$ cat src/rtl/input_control_if.sv
// Bus bundle for input_control: serial load handshake in, skewed array-edge feed out.
interface input_control_if #(
   parameter int D_W = 8,
   parameter int N   = 2
);
   logic             data_in;
   logic             data_valid;
   logic             load_ready;
   logic [N*D_W-1:0] core_in_a;
   logic [N*D_W-1:0] core_in_b;
   logic             core_valid;
   logic             init;
   logic             load_abort;

   modport master (
      output data_in, data_valid,
      input  load_ready, core_in_a, core_in_b, core_valid, init, load_abort
   );

   modport slave (
      input  data_in, data_valid,
      output load_ready, core_in_a, core_in_b, core_valid, init, load_abort
   );
endinterface

$ cat src/rtl/input_control.sv
// Deserialises matrices A and B from a bit stream, then replays them diagonally skewed
// into the systolic array edges. Optional idle-timeout abort under INPUT_TIMEOUT_EN.
module input_control #(
   parameter int D_W    = 8,
   parameter int N      = 2,
   parameter int TO_CYC = 64
) (
   input logic             clk,
   input logic             rst_n,
   input_control_if.slave  bus
);
   localparam int NE = 2 * N * N;
   localparam int NF = 2 * N - 1;
   localparam int BW = (D_W > 1) ? $clog2(D_W) : 1;
   localparam int EW = (NE > 1) ? $clog2(NE) : 1;
   localparam int FW = (NF > 1) ? $clog2(NF) : 1;

   typedef enum logic [1:0] {LOAD, FEED, DONE} state_t;

   state_t           state_reg;
   logic [BW-1:0]    bit_cnt_reg;
   logic [EW-1:0]    elem_cnt_reg;
   logic [FW-1:0]    feed_cnt_reg;
   logic [D_W-1:0]   mem_reg [NE];
   logic             load_ready_reg;
   logic             core_valid_reg;
   logic             init_reg;
   logic [N*D_W-1:0] core_a_reg;
   logic [N*D_W-1:0] core_b_reg;
   logic [N*D_W-1:0] slot_a;
   logic [N*D_W-1:0] slot_b;

   // Lane gi sees element (feed_cnt - gi); anything outside 0..N-1 is a zero bubble.
   genvar gi;
   generate
      for (gi = 0; gi < N; gi++) begin : g_lane
         logic [FW:0]    diff;
         logic [D_W-1:0] lane_a;
         logic [D_W-1:0] lane_b;

         always_comb begin
            diff   = {1'b0, feed_cnt_reg} - (FW+1)'(gi);
            lane_a = '0;
            lane_b = '0;
            if (diff < (FW+1)'(N)) begin
               lane_a = mem_reg[EW'(gi * N) + EW'(diff)];
               lane_b = mem_reg[EW'(N * N) + EW'(diff) * EW'(N) + EW'(gi)];
            end
         end

         assign slot_a[gi*D_W +: D_W] = lane_a;
         assign slot_b[gi*D_W +: D_W] = lane_b;
      end
   endgenerate

`ifdef INPUT_TIMEOUT_EN
   localparam int IW = (TO_CYC > 1) ? $clog2(TO_CYC) : 1;
   logic [IW-1:0] idle_cnt_reg;
   logic          load_abort_reg;
`endif

   always_ff @(posedge clk or negedge rst_n) begin
      if (!rst_n) begin
         state_reg      <= LOAD;
         bit_cnt_reg    <= '0;
         elem_cnt_reg   <= '0;
         feed_cnt_reg   <= '0;
         load_ready_reg <= 1'b1;
         core_valid_reg <= 1'b0;
         init_reg       <= 1'b0;
         core_a_reg     <= '0;
         core_b_reg     <= '0;
         for (int k = 0; k < NE; k++) mem_reg[k] <= '0;
`ifdef INPUT_TIMEOUT_EN
         idle_cnt_reg   <= '0;
         load_abort_reg <= 1'b0;
`endif
      end else begin
         init_reg <= 1'b0;
`ifdef INPUT_TIMEOUT_EN
         load_abort_reg <= 1'b0;
`endif
         case (state_reg)
            LOAD: begin
               if (bus.data_valid) begin
                  mem_reg[elem_cnt_reg][bit_cnt_reg] <= bus.data_in;
`ifdef INPUT_TIMEOUT_EN
                  idle_cnt_reg <= '0;
`endif
                  if (bit_cnt_reg == BW'(D_W - 1)) begin
                     bit_cnt_reg <= '0;
                     if (elem_cnt_reg == EW'(NE - 1)) begin
                        elem_cnt_reg   <= '0;
                        feed_cnt_reg   <= '0;
                        load_ready_reg <= 1'b0;
                        state_reg      <= FEED;
                     end else begin
                        elem_cnt_reg <= elem_cnt_reg + EW'(1);
                     end
                  end else begin
                     bit_cnt_reg <= bit_cnt_reg + BW'(1);
                  end
               end
`ifdef INPUT_TIMEOUT_EN
               // Nonzero counters mean the current stream has started.
               else if (bit_cnt_reg != '0 || elem_cnt_reg != '0) begin
                  if (idle_cnt_reg == IW'(TO_CYC - 1)) begin
                     load_abort_reg <= 1'b1;
                     bit_cnt_reg    <= '0;
                     elem_cnt_reg   <= '0;
                     idle_cnt_reg   <= '0;
                  end else begin
                     idle_cnt_reg <= idle_cnt_reg + IW'(1);
                  end
               end
`endif
            end
            FEED: begin
               core_valid_reg <= 1'b1;
               core_a_reg     <= slot_a;
               core_b_reg     <= slot_b;
               if (feed_cnt_reg == FW'(NF - 1)) begin
                  feed_cnt_reg <= '0;
                  state_reg    <= DONE;
               end else begin
                  feed_cnt_reg <= feed_cnt_reg + FW'(1);
               end
            end
            DONE: begin
               core_valid_reg <= 1'b0;
               core_a_reg     <= '0;
               core_b_reg     <= '0;
               init_reg       <= 1'b1;
               load_ready_reg <= 1'b1;
               state_reg      <= LOAD;
            end
            default: state_reg <= LOAD;
         endcase
      end
   end

   assign bus.load_ready = load_ready_reg;
   assign bus.core_in_a  = core_a_reg;
   assign bus.core_in_b  = core_b_reg;
   assign bus.core_valid = core_valid_reg;
   assign bus.init       = init_reg;
`ifdef INPUT_TIMEOUT_EN
   assign bus.load_abort = load_abort_reg;
`else
   assign bus.load_abort = 1'b0;
`endif

endmodule
$ cat src/flat_wrapper.sv
// flat-port wrapper written by rule: the top's interface ports become plain ports
module input_control_flat 
#(
   parameter int D_W    = 8,
   parameter int N      = 2,
   parameter int TO_CYC = 64
)
  (clk, rst_n, bus_data_in, bus_data_valid, bus_load_ready, bus_core_in_a, bus_core_in_b, bus_core_valid, bus_init, bus_load_abort);
  input_control_if #(.D_W(D_W), .N(N)) bus_i ();
  input logic clk;
  input logic rst_n;
  input wire logic [$bits(bus_i.data_in)-1:0] bus_data_in;
  input wire logic [$bits(bus_i.data_valid)-1:0] bus_data_valid;
  output wire logic [$bits(bus_i.load_ready)-1:0] bus_load_ready;
  output wire logic [$bits(bus_i.core_in_a)-1:0] bus_core_in_a;
  output wire logic [$bits(bus_i.core_in_b)-1:0] bus_core_in_b;
  output wire logic [$bits(bus_i.core_valid)-1:0] bus_core_valid;
  output wire logic [$bits(bus_i.init)-1:0] bus_init;
  output wire logic [$bits(bus_i.load_abort)-1:0] bus_load_abort;
  assign bus_i.data_in = bus_data_in;
  assign bus_i.data_valid = bus_data_valid;
  assign bus_load_ready = bus_i.load_ready;
  assign bus_core_in_a = bus_i.core_in_a;
  assign bus_core_in_b = bus_i.core_in_b;
  assign bus_core_valid = bus_i.core_valid;
  assign bus_init = bus_i.init;
  assign bus_load_abort = bus_i.load_abort;
  input_control #(.D_W(D_W), .N(N), .TO_CYC(TO_CYC)) u_core (.clk(clk), .rst_n(rst_n), .bus(bus_i));
endmodule
$ cat config.mk
export PLATFORM = sky130hd
export DESIGN_NAME = input_control_flat
export DESIGN_NICKNAME = d
export VERILOG_FILES = /design/src/rtl/input_control_if.sv /design/src/rtl/input_control.sv /design/src/flat_wrapper.sv
export SDC_FILE = /design/constraint.sdc
export NUM_CORES = 1
export LEC_CHECK = 0
export ABC_AREA = 1
export BUFFER_PORTS_ARGS = -buffer_cell sky130_fd_sc_hd__buf_4
export CORE_ASPECT_RATIO = 1.4
export CORE_MARGIN = 2
export CORE_UTILIZATION = 30
export CTS_CLUSTER_SIZE = 8
export DETAILED_ROUTE_END_ITERATION = 10
export GPL_TIMING_DRIVEN = 0
export SLEW_MARGIN = 20
export SYNTH_ARGS = -nofsm -noshare
export SYNTH_HDL_FRONTEND = slang
export SYNTH_SLANG_ARGS = --single-unit
$ cat constraint.sdc
create_clock -name clk -period 3.9 [get_ports clk]
set_input_delay 0.39 -clock clk [delete_from_list [all_inputs] [get_ports clk]]
set_output_delay 0.39 -clock clk [all_outputs]
set_load 0.01 [all_outputs]
# Word level (Yosys, flattened, before mapping)
# Index checks and enable logic that the tools add are counted.
[word_totals] elab_cells=101 romBits=0 n_memories=0 latchBits=0 register_bits=109 mem_bits_rw=0
[classes] bitwise_logic=5 reduce_logical=11 n_shift=0 n_mul=0 n_mux=41 magnitude_cmp=10 eq_ne=9 addsub=8 n_div=0
[ops] cell="$mux W8" count=13
[ops] cell="$bmux W8 S3" count=4
[ops] cell="$bwmux W64" count=1
[ops] cell="$pmux W16 S2" count=2
[ops] cell="$demux W8 S3" count=1
[ops] cell="$ge A4 B4 Y1 const B" count=5
[ops] cell="$mux W2" count=8
[ops] cell="$not A3 Y4" count=4
[ops] cell="$reduce_and A4 Y1" count=3
[ops] cell="$add A3 B1 Y3 const B" count=3
[ops] cell="$pmux W2 S2" count=2
[ops] cell="$add A3 B3 Y3 const A" count=2
[ops] cell="$eq A3 B3 Y1 const B" count=2
[ops] cell="$mux W3" count=2
[ops] cell="$ne A2 B1 Y1 const B" count=3
[ops] cell="$reduce_bool A2 Y1" count=3
[ops] cell="$mux W1" count=5
[ops] cell="$eq A2 B2 Y1 const B" count=2
[ops] cell="$lt A3 B4 Y1 const B" count=1
[ops] cell="$lt A4 B1 Y1 const B" count=1
[ops] cell="$not A2 Y4" count=1
[ops] cell="$pmux W1 S2" count=2
[ops] cell="$add A2 B3 Y3 const A" count=1
[ops] cell="$demux W1 S3" count=1
[ops] cell="11 further kinds" count=12

# Logic depth before layout (Yosys ltp)
# Gate-level depths: netlist of run 1.
[depth] word_depth=9 ltp_mapped=9 depth_no_buf=8

# Worst setup path before layout of run 1
# Ideal clock, no wire load.
[synth_timing] kind="reg2reg" startpoint="register u_core.feed_cnt_reg[0]" endpoint="register u_core.core_a_reg[14] (netlist: u_core.bus.core_in_a[14])" stages_incl_launch_ff=9 slack_ns=2.240 synth_period_minus_slack_ns=1.660 t_arrival_ns=1.527 n_path_buf=2 path_cell_list="dfrtp_1 > inv_2 > clkbuf_1 > ha_1 > inv_1 > nor2_4 > buf_4 > nand3_1 > o21ai_0"
[synth_between] elab_chain_cells=8 word_cells_on_any_way=9
[synth_lines] element="from (decl)" line_no="input_control.sv:23" rtl="logic [FW-1:0] feed_cnt_reg;"
[synth_lines] element="from (signal assigned)" line_no="input_control.sv:126" rtl="feed_cnt_reg <= feed_cnt_reg + FW'(1);"
[synth_lines] element="$sub A2 B1 Y3 (*)" line_no="input_control.sv:42" rtl="diff = {1'b0, feed_cnt_reg} - (FW+1)'(gi);"
[synth_lines] element="$add A2 B3 Y3" line_no="input_control.sv:46" rtl="lane_a = mem_reg[EW'(gi * N) + EW'(diff)];"
[synth_lines] element="$not A3 Y4 (not written as such)" line_no="input_control.sv:46"
[synth_lines] element="$bmux W8 S3" line_no="input_control.sv:46"
[synth_lines] element="$mux W8 (not written as such) (2 in a row)" line_no="input_control.sv:46"
[synth_lines] element="$mux W8 (*)" line_no="input_control.sv:45" rtl="if (diff < (FW+1)'(N)) begin"
[synth_lines] element="$pmux W16 S2 (*)" line_no="input_control.sv:83" rtl="case (state_reg)"
[synth_lines] element="to (signal assigned)" line_no="input_control.sv:120" rtl="core_a_reg <= slot_a;"
[synth_lines] element="to (decl)" line_no="input_control.sv:28" rtl="logic [N*D_W-1:0] core_a_reg;"
# Every way passes the cells marked *; elsewhere a longest branch is shown, timed or not. The select of a mux whose other input is x is not followed.
# A chain may end at the register's enable or synchronous reset.

# Final worst setup path of run 1
[layout_timing] startpoint="register u_core.feed_cnt_reg[0]" endpoint="register u_core.core_a_reg[15] (netlist: u_core.bus.core_in_a[15])"
# Same word-level chain as after synthesis.

==> results of run 1 <==
-- how the worst max path moves through the flow --
stage | slack (ns) | endpoint | depth (start not counted)
3_5_place_dp | 1.52 | u_core.bus.core_in_a[15] | 8
6_report | 1.51 | u_core.bus.core_in_a[15] | 8
2_1_floorplan | 2.24 | u_core.bus.core_in_a[14] | 8
4_1_cts | 1.50 | u_core.bus.core_in_a[15] | 8
3_3_place_gp | 1.59 | u_core.bus.core_in_a[15] | 8
5_1_grt | 1.41 | u_core.bus.core_in_a[15] | 8
-- final cells by class --
cell class	instances	area [um^2]	share of cell area (%)
buffer	36	227.7	3.531
clock buffer	10	239.0	3.705
clock inverter	5	35.03	0.5432
inverter	67	254.0	3.938
multi-input combinational	474	2346	36.37
sequential	109	2729	42.31
tap	240	300.3	4.656
timing repair buffer	39	319.1	4.947
-- metal layers --
layer / up-vias / part of all wire (%) / track usage (%)
li1: 2335 / - / -
met1: 2218 / 40 / 20.28
met2: 173 / 48 / 28.13
met3: 43 / 4.7 / 2.175
met4: 0 / 7.1 / 12.12
met5: - / 0 / 0
-- worst max-delay path, stage by stage (launching register included) --
cell and delay, ns:
dfrtp_1 0.53, inv_2 0.19, clkbuf_1 0.53, ha_1 0.25, inv_1 0.06, nor2_4 0.31
buf_4 0.25, nand3_1 0.10, o21ai_0 0.08
-- cell families (layout without fill, tap and decap cells) --
family | after synthesis | count (layout) | share of synthesized area (%)
AND/OR/NAND/NOR | 382 | 382 | 31.84
flip-flops | 109 | 109 | 49.11
buffers and inverters | 103 | 157 | 8.669
AO/OA/AOI/OAI | 78 | 78 | 7.386
adder cells (fa/ha/maj) | 13 | 13 | 2.927
other | 1 | 1 | 0.06749
-- cells in the mapped netlist, types with 9 or more instances --
library cell,instances
inv_1,57
nand4_1,24
o21ai_0,48
buf_4,13
nand3_1,99
o22ai_1,16
nor2_2,9
a21oi_1,9
clkbuf_1,10
ha_1,13
nor2_4,10
or2_2,9
inv_2,9
nand2_1,217
dfrtp_1,108
-- repair_timing --
item / CTS / global route
hold buffers: 1 / 0
gates resized for setup: 0 / 0
hold endpoints to repair: 12 / 0
-- power breakdown --
group	total (mW)	switching, mW	internal, mW
Combinational	1.98	1.33	0.650
Sequential	1.74	0.242	1.50
Clock	0.890	0.440	0.451
Total	4.61	2.01	2.60
==> run_results.csv, run 1 <==
group,metric,value,unit
die,die_w,119.0,um
sta,fin_crit_sh,61.36,%
synth,ys.flop_type,"dfrtp_1",
die,coreArea,18070,um^2
route,avgRoutedWirePerCell,16.24,um
cells_and_area,fin_util,35.69,%
critical_path,critical_path_class,"flip-flop to flip-flop",
worst_hold_path,hold_class,"input port to flip-flop",
die,start_util,30.75,%
route,vias,4769,
sta,tightest_slew,0.6606,ns
grt,antenna_found_initial,0,
clock_tree,numCtsBuffers,9,
route,dr.pass1.iters,6,
sta,maxSlewHeadroom,55.96,%
sta,hold-worst-slack,0.3807,ns
sta,rsz0062_at_grt,"no",
cells_and_area,final_common_cell,"nand2_1",
synth,synth-edff-count,0,
synth,yosysSeqAreaShare,49.11,%
route,via_per_inst,4.866,
clock_tree,insertion_delay,0.35,ns
worst_hold_path,hold_depth,3,
power,leakage,3.215,nW
job,cap_violations,0,
critical_path,startpoint,"u_core.feed_cnt_reg[0]",
route,ant_nets,0,
placed_design,place_congestion,0.9007,
critical_path,r2r-end,"u_core.bus.core_in_a[15]",
cells_and_area,area_growth,16.08,%
critical_path,required,4.17,ns
placed_design,dp_cells,964,
die,design.die.area,19640,um^2
grt,first_global_vias,4574,
sta,finalSetupViolCount,0,
synth,syn_inst,686,
cells_and_area,final_area,6450,um^2
grt,gr-total-overflow,0,
route,routed_wl,15920,um
critical_path,r2r_setup_slack,1.51,ns
placed_design,placed_area,6166,um^2
die,ios,40,
clock_tree,htreeDepth,3,
power,powerDensity,714.9,nW/um^2
sta,clock_skew,0.006779,ns
placed_design,dp_slack,1.516,ns
sta,drv_slew,0,
synth,synth.distinct_cells,25,
sta,fin_crit,2.393,ns
synth,postSynth.asyncResetShare,100.0,%
clock_tree,cts_sinks,109,
power,peakVddDrop,0.2688,mV
synth,yosys_warnings,0,
route,drt-initial-drc-count,367,
die,rows,58,
sta,max_freq,0.4179,GHz
worst_hold_path,min_from,"bus_data_valid",
critical_path,start_kind,"flip-flop",
grt,grt_pass1_wl,25300,um
cells_and_area,drive_gt1_share,16.89,%
power,power,4.611,mW
placed_design,hpwl,11730,um
clock_tree,cts_tree,"yes",
synth,synth.top_cell.area_share,48.64,%
grt,grt_use_total,16.95,%
cells_and_area,layout_common_cells,"nand2_1 (217), dfrtp_1 (108), nand3_1 (99)",
critical_path,ff2ff_path_depth,8,
die,die_h,165.0,um
route,drc_errors,0,
synth,ys_ff_latch,109,
critical_path,reg2reg_from,"u_core.feed_cnt_reg[0]",
worst_hold_path,hold_path_end,"u_core.bus.load_ready",
cells_and_area,nets,753,
clock_tree,clockRootBuffer,"clkbuf_16",
cells_and_area,antennaDiodeCount,0,
clock_tree,clk_path_buf_depth,2,
synth,syn_nets,703,
outcome,outcome,"finished, final reports clean",
grt,grt_max_degree,60,
clock_tree,clk_pin_slew,0.07,ns
critical_path,crit_arrival,2.66,ns
synth,synth_area,5557,um^2
synth,yosys.area.top_type,"dfrtp_1",
sta,tns,0,ns
critical_path,path_max_fanout,11,
sta,hold_viol_final,0,
cells_and_area,n_fill_cell,1875,
placed_design,place.port_buffers,37,
clock_tree,cts_setup_buffers,0,
cells_and_area,final_cells,980,
critical_path,end_kind,"flip-flop",
cells_and_area,largest_reg_flops,64,
synth,synth_area_per_cell,8.100,um^2
synth,synth.area.top_cells,"dfrtp_1 (49%), nand2_1 (15%), nand3_1 (8.9%)",
sta,setup_slack,1.507,ns
(Power assumes the default switching activity.)
==> inputs of run 2 (changes only) <==
- clock period: 3.9 -> 2.1 ns (I/O delays scaled with it)
==> run 2 against run 1 <==
Clock power increased by 85%. Sequential share of layout area decreased by 0.12 points. Clock skew increased by 0.00098 ns. Cell area increased by 0.33%. Hold slack got worse by 0.18 ns. Critical path depth decreased by 3. Sequential power increased by 86%. Combinational power increased by 88%. Via count about the same.
==> run_results.csv, run 2 (synthesis results as in run 1) <==
group,metric,value,unit
critical_path,start_kind,"flip-flop",
placed_design,place.port_buffers,37,
worst_hold_path,hold_depth,3,
grt,grt_max_degree,60,
cells_and_area,nets,753,
route,dr.pass1.iters,7,
placed_design,place_congestion,0.9007,
power,switchingPower,3.737,mW
power,seqPwrFrac,37.6,%
sta,fin_crit,1.921,ns
grt,grt_use_total,16.92,%
clock_tree,clk_pin_slew,0.07,ns
critical_path,ff2ff_path_depth,5,
clock_tree,cts_tree,"yes",
cells_and_area,fin_util,35.81,%
sta,tns,0,ns
power,comb_power_share,43.2,%
route,via_per_inst,4.869,
route,avgRoutedWirePerCell,16.29,um
critical_path,reg2reg_from,"u_core.feed_cnt_reg[0]",
sta,hold_viol_final,0,
power,power,8.611,mW
die,ios,40,
critical_path,r2r-end,"u_core.bus.core_in_a[10]",
die,die_w,119.0,um
power,leakage,3.225,nW
clock_tree,clk_path_buf_depth,2,
route,maxUsedRoutingLayer,"met4",
clock_tree,numCtsBuffers,9,
cells_and_area,area_growth,16.46,%
sta,max_freq,0.5206,GHz
worst_hold_path,hold_path_end,"u_core.bus.load_ready",
grt,grt_pass1_wl,25270,um
die,rows,58,
placed_design,dp_slack,-0.2841,ns
sta,fin_crit_sh,91.46,%
critical_path,crit_arrival,2.19,ns
sta,tightest_slew,0.6207,ns
die,die_h,165.0,um
sta,clock_skew,0.007755,ns
critical_path,r2r_setup_slack,0.18,ns
grt,antenna_found_initial,0,
job,cap_violations,0,
sta,rsz0062_at_grt,"no",
route,routed_wl,15960,um
sta,maxSlewHeadroom,58.62,%
cells_and_area,largest_reg_flops,64,
clock_tree,clockRootBuffer,"clkbuf_16",
route,drt-initial-drc-count,378,
placed_design,hpwl,11730,um
die,coreArea,18070,um^2
route,ant_nets,0,
cells_and_area,drive_gt1_share,17.30,%
sta,finalSetupViolCount,0,
route,wl_met1,6422,um
power,power_frac_clock,19.2,%
critical_path,path_max_fanout,9,
sta,drv_slew,0,
route,vias,4772,
route,drc_errors,0,
cells_and_area,antennaDiodeCount,0,
critical_path,critical_path_class,"flip-flop to flip-flop",
sta,setup_slack,0.1793,ns
clock_tree,htreeDepth,3,
power,powerDensity,1331,nW/um^2
route,wl_met2,7539,um
critical_path,required,2.37,ns
worst_hold_path,min_from,"bus_data_valid",
outcome,outcome,"finished, final reports clean",
grt,gr-total-overflow,0,
die,design.die.area,19640,um^2
cells_and_area,layout_common_cells,"nand2_1 (217), dfrtp_1 (107), nand3_1 (99)",
clock_tree,cts_sinks,109,
critical_path,end_kind,"flip-flop",
power,peakVddDrop,0.5041,mV
route,met3RoutedLength,783,um
die,start_util,30.75,%
cells_and_area,final_common_cell,"nand2_1",
grt,first_global_vias,4566,
power,p_int,4.875,mW
clock_tree,insertion_delay,0.35,ns
power,power.share.switching,43.39,%
worst_hold_path,hold_class,"input port to flip-flop",
[run 2: cell types whose count changed in the layout (fill, tap and decap cells not counted)]
cell / before / now
clkbuf_1: 10 / 8
buf_12: 0 / 1
buf_4: 49 / 50
dfrtp_1: 108 / 107
dfrtp_2: 0 / 1
[run 2: worst max-delay path by stage]
stage,startpoint,end,slack [ns]
final,u_core.feed_cnt_reg[0],u_core.bus.core_in_a[10],0.18
after global routing,u_core.state_reg[1],u_core.bus.core_in_a[15],0.07
after floorplan,u_core.feed_cnt_reg[0],u_core.bus.core_in_a[14],0.44
after global placement,u_core.feed_cnt_reg[0],u_core.bus.core_in_a[15],-0.21
after CTS,u_core.feed_cnt_reg[0],u_core.bus.core_in_a[11],0.002
after detailed placement,u_core.feed_cnt_reg[0],u_core.bus.core_in_a[15],-0.28
[run 2: layout make-up]
| cell class | instances | area [um^2] |
|---|---|---|
| buffer | 34 | 220.2 |
| clock buffer | 10 | 239.0 |
| clock inverter | 5 | 35.03 |
| fill | 1874 | 11600 |
| inverter | 67 | 254.0 |
| multi-input combinational | 474 | 2346 |
| sequential | 109 | 2730 |
| tap | 240 | 300.3 |
| timing repair buffer | 41 | 346.6 |
[run 2: worst max-delay path, stage by stage (launching register included)]
cell and delay (ns):
dfrtp_2 0.50, ha_1 0.58, inv_1 0.33, nand3_1 0.22, nand3_1 0.11, o21ai_0 0.09
[run 2: power groups by stage]
| stage | combinational [mW] | sequential, mW | clock (mW) |
|---|---|---|---|
| 2_1_floorplan | 2.40 | 3.25 | 0 |
| 3_3_place_gp | 3.64 | 3.25 | 0 |
| 3_5_place_dp | 3.68 | 3.27 | 0 |
| 4_1_cts | 3.69 | 3.23 | 1.68 |
| 5_1_grt | 4.16 | 3.33 | 1.77 |
| 6_report | 3.72 | 3.24 | 1.65 |
[run 2: through the flow]
stage	hold slack, ns	area [um^2]	std cells
2_1_floorplan	-0.08559	5557	686
3_3_place_gp	0.4499	6135	963
3_5_place_dp	0.1909	6166	964
4_1_cts	0.1987	6446	979
5_1_grt	0.2161	6471	980
6_report	0.2019	6471	980
[run 2: metal layers]
metal  global-route usage, %  up-vias
met2                   28.03      161
met4                   12.12        0
met3                   2.175       47
met5                       0        -
met1                   20.30     2239
li1                        -     2325
[run 2: what timing repair did]
action / in CTS / in global routing
gates resized for setup: 0 / 1
buffers inserted: 0 / 2
hold buffers: 1 / 0
pin swaps: 0 / 1
setup endpoints to repair: 16 / 16
endpoints found under the hold margin: 50 / 0
==> inputs of run 3 (changes only) <==
- clock period: 2.1 -> 2.2 ns (I/O delays scaled with it)
==> run 3 against run 2 <==
Wire length hardly changed. Non-clock buffer count shrank 2. Combinational power decreased by 5.9%. Largest power group unchanged. Worst setup slack got worse by 0.054 ns. Power is 5.1% lower. Core utilization is 0.16 points lower. Sequential share of layout area rose by 0.17 points. Cell count decreased by 0.20%. Global-route usage is the same. Clock power down 4%. Hold slack improved by 0.0068 ns. Critical path depth rose by 2.
==> run_results.csv, run 3 (synthesis results as in run 1) <==
group,metric,value,unit
critical_path,startpoint,"u_core.feed_cnt_reg[0]",
die,die_h,165.0,um
placed_design,dp_cells,964,
clock_tree,cts_sinks,109,
route,via_per_inst,4.867,
route,drt-initial-drc-count,400,
outcome,outcome,"finished, final reports clean",
sta,setup_slack,0.1253,ns
sta,fin_crit,2.075,ns
grt,grt_use_total,16.92,%
sta,clock_skew,0.007082,ns
sta,tns,0,ns
grt,first_global_vias,4566,
die,rows,58,
grt,antenna_found_initial,0,
placed_design,placed_area,6166,um^2
sta,rsz0062_at_grt,"no",
critical_path,crit_arrival,2.35,ns
die,coreArea,18070,um^2
sta,maxSlewHeadroom,58.00,%
sta,tightest_slew,0.6300,ns
cells_and_area,final_cells,978,
cells_and_area,layout_common_cells,"nand2_1 (217), dfrtp_1 (108), nand3_1 (99)",
clock_tree,htreeDepth,3,
critical_path,critical_path_class,"flip-flop to flip-flop",
cells_and_area,nets,751,
critical_path,ff2ff_path_depth,7,
clock_tree,clockRootBuffer,"clkbuf_16",
sta,hold_viol_final,0,
placed_design,dp_slack,-0.1841,ns
die,design.die.area,19640,um^2
die,ios,40,
grt,grt_max_degree,60,
power,powerDensity,1268,nW/um^2
route,avgRoutedWirePerCell,16.31,um
critical_path,end_kind,"flip-flop",
die,die_w,119.0,um
critical_path,r2r_setup_slack,0.13,ns
cells_and_area,final_area,6442,um^2
sta,drv_slew,0,
sta,max_freq,0.4820,GHz
clock_tree,clk_pin_slew,0.07,ns
cells_and_area,antennaDiodeCount,0,
critical_path,crit_end,"u_core.bus.core_in_a[15]",
placed_design,place.port_buffers,37,
cells_and_area,final_common_cell,"nand2_1",
clock_tree,cts_setup_buffers,0,
placed_design,hpwl,11730,um
grt,gr-total-overflow,0,
worst_hold_path,hold_depth,3,
cells_and_area,drive_gt1_share,16.94,%
placed_design,place_congestion,0.9007,
job,cap_violations,0,
sta,fin_crit_sh,94.30,%
clock_tree,numCtsBuffers,9,
route,dr.pass1.iters,5,
die,start_util,30.75,%
worst_hold_path,hold_class,"input port to flip-flop",
route,routed_wl,15950,um
power,peakVddDrop,0.4768,mV
route,ant_nets,0,
critical_path,reg2reg_from,"u_core.feed_cnt_reg[0]",
sta,finalSetupViolCount,0,
route,vias,4760,
route,drc_errors,0,
critical_path,path_max_fanout,16,
clock_tree,cts_tree,"yes",
cells_and_area,largest_reg_flops,64,
power,power,8.168,mW
power,leakage,3.213,nW
clock_tree,cts-resized-gates,0,
critical_path,r2r-end,"u_core.bus.core_in_a[15]",
grt,grt_pass1_wl,25270,um
clock_tree,clk_path_buf_depth,2,
critical_path,start_kind,"flip-flop",
critical_path,required,2.47,ns
cells_and_area,area_growth,15.94,%
clock_tree,insertion_delay,0.36,ns
-- run 3: worst max-delay path: stages, from the launching register on --
cell	delay (ns)
dfrtp_1	0.59
inv_2	0.25
ha_1	0.35
inv_1	0.06
nor2_4	0.31
buf_4	0.25
nand3_1	0.10
o21ai_0	0.08
-- run 3: cell type report --
class | count | area [um^2]
clock inverters | 5 | 35.03
inverters | 67 | 254.0
multi-input cells | 474 | 2346
repair buffers | 39 | 319.1
flip-flops and latches | 109 | 2729
fillers | 1878 | 11630
well taps | 240 | 300.3
plain buffers | 34 | 220.2
clock buffers | 10 | 239.0
-- run 3: how the worst min path moves through the flow --
stage / from / to / slack, ns
final: bus_data_valid / u_core.bus.load_ready / 0.21
after detailed placement: rst_n / u_core.bus.init / 0.20
after global placement: u_core.mem_reg[62] / u_core.mem_reg[62] / 0.45
after floorplan: rst_n / u_core.bit_cnt_reg[0] / -0.08
after CTS: bus_data_valid / u_core.bus.load_ready / 0.21
after global routing: bus_data_valid / u_core.bus.load_ready / 0.23
-- run 3: power by group --
group	switching (mW)	internal (mW)	total [mW]	leakage [nW]
combinational	2.35	1.15	3.50	1.60
sequential	0.429	2.66	3.09	1.47
clock	0.781	0.799	1.58	0.135
-- run 3: through the flow --
stage / util, % / hold WS [ns]
CTS: 35.67 / 0.2087
global route: 35.65 / 0.2261
finish: 35.65 / 0.2087
floorplan: - / -0.07559
global placement: 33.95 / 0.4499
detailed placement: 34.12 / 0.2009
-- run 3: routing by layer --
| layer | global-route usage, % | share of wire, % | vias up | routed length (um) |
|---|---|---|---|---|
| met1 | 20.30 | 40 | 2227 | 6352 |
| met5 | 0 | 0 | - | 0 |
| li1 | - | - | 2328 | - |
| met4 | 12.12 | 6.9 | 0 | 1105 |
| met3 | 2.175 | 4.9 | 43 | 783 |
| met2 | 28.03 | 48 | 162 | 7711 |
-- run 3: timing repair --
action,CTS,global route
hold buffers,1,0
hold endpoints to repair,50,0
endpoints found under the setup margin,13,7
